File: config.mk
export PLATFORM = sky130hd
export DESIGN_NAME = lsu_mem_port
export DESIGN_NICKNAME = d
export VERILOG_FILES = /design/src/rtl/lsu_mem_port.sv
export SDC_FILE = /design/constraint.sdc
export NUM_CORES = 1
export LEC_CHECK = 0
export CORE_MARGIN = 10
export CORE_UTILIZATION = 40
export CTS_CLUSTER_SIZE = 10
export DETAILED_ROUTE_END_ITERATION = 8
export PLACE_DENSITY_LB_ADDON = 0.12
export SLEW_MARGIN = 20
export SYNTH_ARGS = -nofsm -noshare
export SYNTH_HDL_FRONTEND = slang
export SYNTH_SLANG_ARGS = --single-unit
File: constraint.sdc
create_clock -name clk -period 2.4 [get_ports clk]
set_clock_uncertainty 0.1 [all_clocks]
set_input_delay 0.48 -clock clk [delete_from_list [all_inputs] [get_ports clk]]
set_output_delay 0.48 -clock clk [all_outputs]
set_load 0.03 [all_outputs]
File: src/rtl/lsu_mem_port.sv
// Load/store port in front of a byte-addressable data RAM: one request at a time,
// a single-cycle RAM access, then a registered response held until it is consumed.
module lsu_mem_port #(
    parameter int MEM_BYTES = 256,
    parameter int AW        = 16
) (
    input  logic          clk,
    input  logic          reset,
    input  logic          req_valid,
    output logic          req_ready,
    input  logic          req_write,
    input  logic          req_byte,
    input  logic          req_signed,
    input  logic [AW-1:0] req_addr,
    input  logic [15:0]   req_wdata,
    output logic          rsp_valid,
    input  logic          rsp_ready,
    output logic [15:0]   rsp_rdata,
    output logic          rsp_err,
    output logic [AW-1:0] mem_addr,
    output logic [15:0]   mem_wdata,
    output logic [1:0]    mem_be,
    output logic          mem_we,
    input  logic [15:0]   mem_rdata,
    output logic          busy
);

    typedef enum logic [1:0] {
        IDLE   = 2'd0,
        ACCESS = 2'd1,
        RESP   = 2'd2
    } state_t;

    // One extra bit so the comparison stays correct for any MEM_BYTES up to 2**AW.
    localparam logic [AW:0] BYTE_LIMIT = MEM_BYTES[AW:0];
    localparam logic [AW:0] WORD_LIMIT = BYTE_LIMIT - 1'b1;

    state_t        state_q,  state_d;
    logic          write_q,  write_d;
    logic          byte_q,   byte_d;
    logic          signed_q, signed_d;
    logic [AW-1:0] addr_q,   addr_d;
    logic [15:0]   wdata_q,  wdata_d;
    logic [15:0]   rdata_q,  rdata_d;
    logic          err_q,    err_d;

    logic [AW:0]   req_addr_ext;
    logic          range_err;

    assign req_addr_ext = {1'b0, req_addr};
    assign range_err    = req_byte ? (req_addr_ext >= BYTE_LIMIT)
                                   : (req_addr_ext >= WORD_LIMIT);

    always_comb begin
        state_d  = state_q;
        write_d  = write_q;
        byte_d   = byte_q;
        signed_d = signed_q;
        addr_d   = addr_q;
        wdata_d  = wdata_q;
        rdata_d  = rdata_q;
        err_d    = err_q;
        case (state_q)
            IDLE: begin
                if (req_valid) begin
                    write_d  = req_write;
                    byte_d   = req_byte;
                    signed_d = req_signed;
                    addr_d   = req_addr;
                    wdata_d  = req_wdata;
                    rdata_d  = 16'h0000;
                    err_d    = range_err;
                    state_d  = range_err ? RESP : ACCESS;
                end
            end
            ACCESS: begin
                if (write_q) begin
                    rdata_d = 16'h0000;
                end else if (byte_q) begin
                    rdata_d = {{8{signed_q & mem_rdata[7]}}, mem_rdata[7:0]};
                end else begin
                    rdata_d = mem_rdata;
                end
                err_d   = 1'b0;
                state_d = RESP;
            end
            RESP: begin
                if (rsp_ready) begin
                    state_d = IDLE;
                end
            end
            default: state_d = IDLE;
        endcase
    end

    always_ff @(posedge clk or posedge reset) begin
        if (reset) begin
            state_q  <= IDLE;
            write_q  <= 1'b0;
            byte_q   <= 1'b0;
            signed_q <= 1'b0;
            addr_q   <= '0;
            wdata_q  <= 16'h0000;
            rdata_q  <= 16'h0000;
            err_q    <= 1'b0;
        end else begin
            state_q  <= state_d;
            write_q  <= write_d;
            byte_q   <= byte_d;
            signed_q <= signed_d;
            addr_q   <= addr_d;
            wdata_q  <= wdata_d;
            rdata_q  <= rdata_d;
            err_q    <= err_d;
        end
    end

    // Write enable is decoded straight from the state so reset kills it without waiting for an edge.
    assign mem_we    = (state_q == ACCESS) && write_q;
    assign mem_addr  = addr_q;
    assign mem_wdata = wdata_q;
    assign mem_be    = byte_q ? 2'b01 : 2'b11;

    assign req_ready = (state_q == IDLE);
    assign rsp_valid = (state_q == RESP);
    assign busy      = (state_q != IDLE);
    assign rsp_rdata = rdata_q;
    assign rsp_err   = err_q;

endmodule

== After elaboration in Yosys (flattened, before gate mapping) ==
Cells that the tools add are included.

* Order comparisons: 2
* Equality and inequality tests: 4
* Multiplexer cells: 12
* Bitwise operators: 1
* Reduce and logical (&&, ||, !) cells: 7

{| class="wikitable"
|+ Operators by type and width
! operator !! count
|-
| two-way mux 16 bit || 3
|-
| one-hot mux 16 bit (2 select lines) || 1
|-
| greater-or-equal comparator 16 x 8 -> 1 bit (second input constant) || 1
|-
| greater-or-equal comparator 16 x 9 -> 1 bit (second input constant) || 1
|-
| two-way mux 2 bit || 4
|-
| one-hot mux 2 bit (3 select lines) || 1
|-
| AND reduction 2 bit || 3
|-
| nonzero test 2 bit || 2
|-
| equality test 2 x 1 -> 1 bit (second input constant) || 1
|-
| equality test 2 bit (second input constant) || 1
|-
| logical NOT 2 bit || 1
|-
| two-way mux 1 bit || 2
|-
| != test 2 x 1 -> 1 bit (second input constant) || 1
|-
| != test 2 bit (second input constant) || 1
|-
| one-hot mux 1 bit (2 select lines) || 1
|-
| bitwise AND 1 bit || 1
|-
| logical AND 1 bit || 1
|}

* Bits in registers: 54
* Input port bits: 55
* Output and inout port bits: 55
* Logic and storage cells: 34

== Longest topological paths before layout ==
* Word-level depth: 5
* Mapped depth: 5
* Depth with buffers taken out: 3

== Least setup slack after synthesis ==
OpenSTA, ideal clock, no wires.

* Path kind: register -> register
* From: register state_q[0]
* To: register addr_q[10], in the netlist mem_addr[10]
* Data arrival time: 1.522 ns
* Slack: 0.653 ns
* Stages on the path, launching flop included: 6
* Path buffers: 2
* Period minus slack after synthesis: 1.747 ns
* Path through: dfrtp_1 > nor2_2 > and2_1 > buf_6 > buf_6 > mux2_4

* Cells in the longest elaborated chain, start to end: 2

{| class="wikitable"
|+ Ends and longest elaborated chain
! item !! line !! text
|-
| start: declaration || 38 || <nowiki>state_t state_q, state_d;</nowiki>
|-
| start signal: assignment || 107 || <nowiki>state_q <= state_d;</nowiki>
|-
| logical NOT 2 bit || n/a ||
|-
| named net req_ready || 10 || <nowiki>output logic req_ready,</nowiki>
|-
| AND reduction 2 bit (no line) || n/a ||
|-
| end signal: assignment || 111 || <nowiki>addr_q <= addr_d;</nowiki>
|-
| end: declaration || 42 || <nowiki>logic [AW-1:0] addr_q, addr_d;</nowiki>
|}

The timed path passes the listed nets, and every way through them passes these cells.
A chain may end at the register's enable or synchronous reset.

== Worst setup path after layout ==
* From: register state_q[1]
* To: output port rsp_valid

* Cells in the longest elaborated chain, start to end: 1

{| class="wikitable"
|+ Ends and longest elaborated chain
! item !! line !! text
|-
| equality test 2 bit || 125 || <nowiki>assign rsp_valid = (state_q == RESP);</nowiki>
|-
| end: declaration || 16 || <nowiki>output logic rsp_valid,</nowiki>
|}

No other way between the ends.

==> results.md <==
- Pin count of the biggest net entering global routing: 38
- R2R cell count: 4
- Setup violations, final: 0
- Crit share post-route: 0.921
- Max H-tree Level: 2
- Detailed-route DRC error count: 0
- Worst-Margin Slew: about 0.52 ns
- RSZ-0062 raised after global routing: no
- P_leak: approximately 1.6 nW
- Total Power: between 2 and 3 mW
- IO Port Bufs: 108
- Die width: between 90 and 100 µm
- Storage element area: ~0.0014 mm²
- Drt first-iter violations: 48
- Core ar.: 0.00547 mm²
- Post-route ant nets: 0
- Fmax: between 400 and 500 MHz
- Peak supply drop: 0.000398 V
- Switching power: 843 µW
- CP Buf/Inv Count: 1
- Cells after Synth: around 160
- DP Cell Count: between 300 and 400
- Fillers: approximately 460
- Crit path required time: 1.82 ns
- Clock transition at path regs: 0.09 ns
- Share of cells above drive strength 1: 0.156
- Final Hold Fails: 0
- Final Cell Area: 0.00353 mm²
- Netlist cell types: 28
- Final core occ: 0.645
- Max cap viols: 0
- Total of warnings raised by yosys: 0
- Number of buffers created by CTS: 5
- Final worst setup slack: approximately 0.19 ns
- Post-synthesis sequential area ratio: 0.601
- Main area contributors after synthesis: dfrtp_1 (60%), mux2_4 (19%), mux2_1 (3.5%)
- Crit path kind: reg -> out
- Comb power frac: 0.359
- Layout area overhead: 57.0%
- Standard-cell row count: 27
- Syn nets: 212
- Global route overflow: 0
- Pwr per Cell Area: between 700 and 800 mW/mm²
- Most common cell after layout, fill and taps aside: clkdlybuf4s50_1
- Clock Path Buffers: 2
- Cell Area, Synth: ~0.0022 mm²
- ANT cells: 0
- DRT Pass-1 Iters: 4
- Slew Limit Fails: 0
- Final wirelength: between 5 and 6 mm
- Most frequent cells in the layout: clkdlybuf4s50_1 (107), dfrtp_1 (54), mux2_4 (28), nor2_1 (11), nand2_1 (9)
- Mean Syn Cell Area: roughly 14 µm²
- Final std cells w/o fill: about 340
- Starting Density: 0.411
- Critical-path cell list: nor2b_1 -> clkdlybuf4s50_1
- Hpwl dp: between 4 and 5 mm
- CP delay by family, top: buffers and inverters
- Number of antenna violations at the first check in global routing: 0
- Drt via density: roughly 4.7
- Boundary Pins: 110
- DP Area: roughly 0.0034 mm²
- Vias in the first global route: between 1500 and 2000
- Post-Place Setup Slack: 0.332 ns
- Internal power: approximately 1.9 mW
- Root buffer cell: clkbuf_8
- Critical Path Slowest Stage Cell: clkdlybuf4s50_1
- Worst rel slew slack: 0.653
- Setup slack, reg-to-reg: between 0.7 and 0.8 ns
- Multi-input logic area: between 800 and 900 µm²
- Yosys top cell by area: dfrtp_1
- Die area: approximately 0.009 mm²
- Sequential Power Share: 0.417
- Layout net count: 324
- Data arrival, critical path: 1.63 ns
- Status: finished, final reports clean
- Net Sw Frac: 0.309
- Buffer count from post-CTS setup fixing: 0
- WL per Instance: between 15 and 20 µm
- Nature of the critical path startpoint: register
- Worst Hold Class: in -> async
- First-pass GRT wire length: just over 9 mm
- R2r startpoint: state_q[0]
- Via count: about 1600
- Skew-Pair Late Insertion Delay: approximately 0.30 ns
- WHS: roughly 0.37 ns
- Clock sink count: 54
- Min cycle time layout: approximately 2.2 ns
- CP endpoint kind: output port
- Setup TNS: 0 ns
- Crit-path max FO: 6
- Share of the synthesized area in the top cell type: 0.601
- FF-to-FF End: mem_addr[15]
- CTS tree: done
- Post-synthesis register bit count: 54
- Die height: about 95 µm
- Routability cong.: 0.731
- GRT Util Overall: 0.129
- Clk pwr share: 0.224
- CP max stage delay: slightly above 0.7 ns
==> kinds of logic (layout without fill, tap and decap cells) <==
kind of cell / after synthesis / after routing / synth area share
simple gates: 32 / 32 / 0.0690
buf+inv: 12 / 124 / 0.0356
other cells: 1 / 1 / 0.00167
mux: 35 / 35 / 0.222
compound gates: 23 / 23 / 0.0702
flops: 54 / 54 / 0.601
==> power by group through the flow <==
stage                     Combinational [mW]  Sequential [mW]  Clock (mW)
after global placement                 0.987             1.15           0
after floorplan                        0.317             1.39           0
after CTS                              0.996             1.14       0.637
final                                  0.978             1.14       0.612
after global routing                    1.03             1.16       0.670
after detailed placement               0.993             1.15           0
==> Yosys cell counts <==
cell type / instances
nand3_1: 1
o211ai_1: 1
o21bai_1: 1
a22o_1: 8
nand4_1: 1
mux2_1: 7
buf_2: 1
o21ai_0: 2
conb_1: 1
and3_1: 1
inv_1: 5
buf_6: 4
nor2b_1: 2
dfrtp_1: 54
a211o_1: 1
mux2_4: 28
o21ai_1: 8
a31oi_1: 1
nor2_1: 11
or4b_1: 1
and2_1: 1
nor2_2: 1
nand2_1: 9
clkbuf_1: 1
a21boi_0: 1
nand2b_1: 2
buf_4: 1
or4_1: 2
==> sequential cells by signal, indices dropped and copies added, names as in the netlist <==
signal / count
byte_q: 1
mem_addr: 16
mem_wdata: 16
rsp_err: 1
rsp_rdata: 16
signed_q: 1
state_q: 2
write_q: 1
==> per-layer routing <==
layer  up-vias  track usage  wire, µm
li1        764            -         -
met5         -            0         0
met2        55        0.212      2900
met1       780        0.151      2420
met3         4       0.0555       525
met4         0       0.0337        37
==> how the worst max path moves through the flow <==
stage                start          to  slack [ns]  cells past startpoint
2_1_floorplan        reset      byte_q        0.51                      1
3_3_place_gp   req_addr[5]  state_q[0]        0.36                      4
3_5_place_dp   req_addr[4]  state_q[0]        0.33                      4
4_1_cts         state_q[1]      mem_we        0.03                      3
5_1_grt         state_q[1]   rsp_valid        0.09                      2
6_report        state_q[1]   rsp_valid        0.19                      2
==> timing repair <==
action                                  CTS  global route
hold endpoints to repair                  0             0
resized for setup                         0             1
endpoints found under the setup margin    0             1
hold buffers                              0             0
==> cell type report <==
| cell class | count | share of cell area |
|---|---|---|
| Sequential cell | 54 | 0.383 |
| Clock buffer | 6 | 0.0234 |
| Multi-Input combinational cell | 91 | 0.232 |
| Inverter | 5 | 0.00532 |
| Tap cell | 72 | 0.0255 |
| Clock inverter | 1 | 0.00851 |
| Timing Repair Buffer | 112 | 0.323 |
No activity file was read; power rests on OpenSTA's default activity.
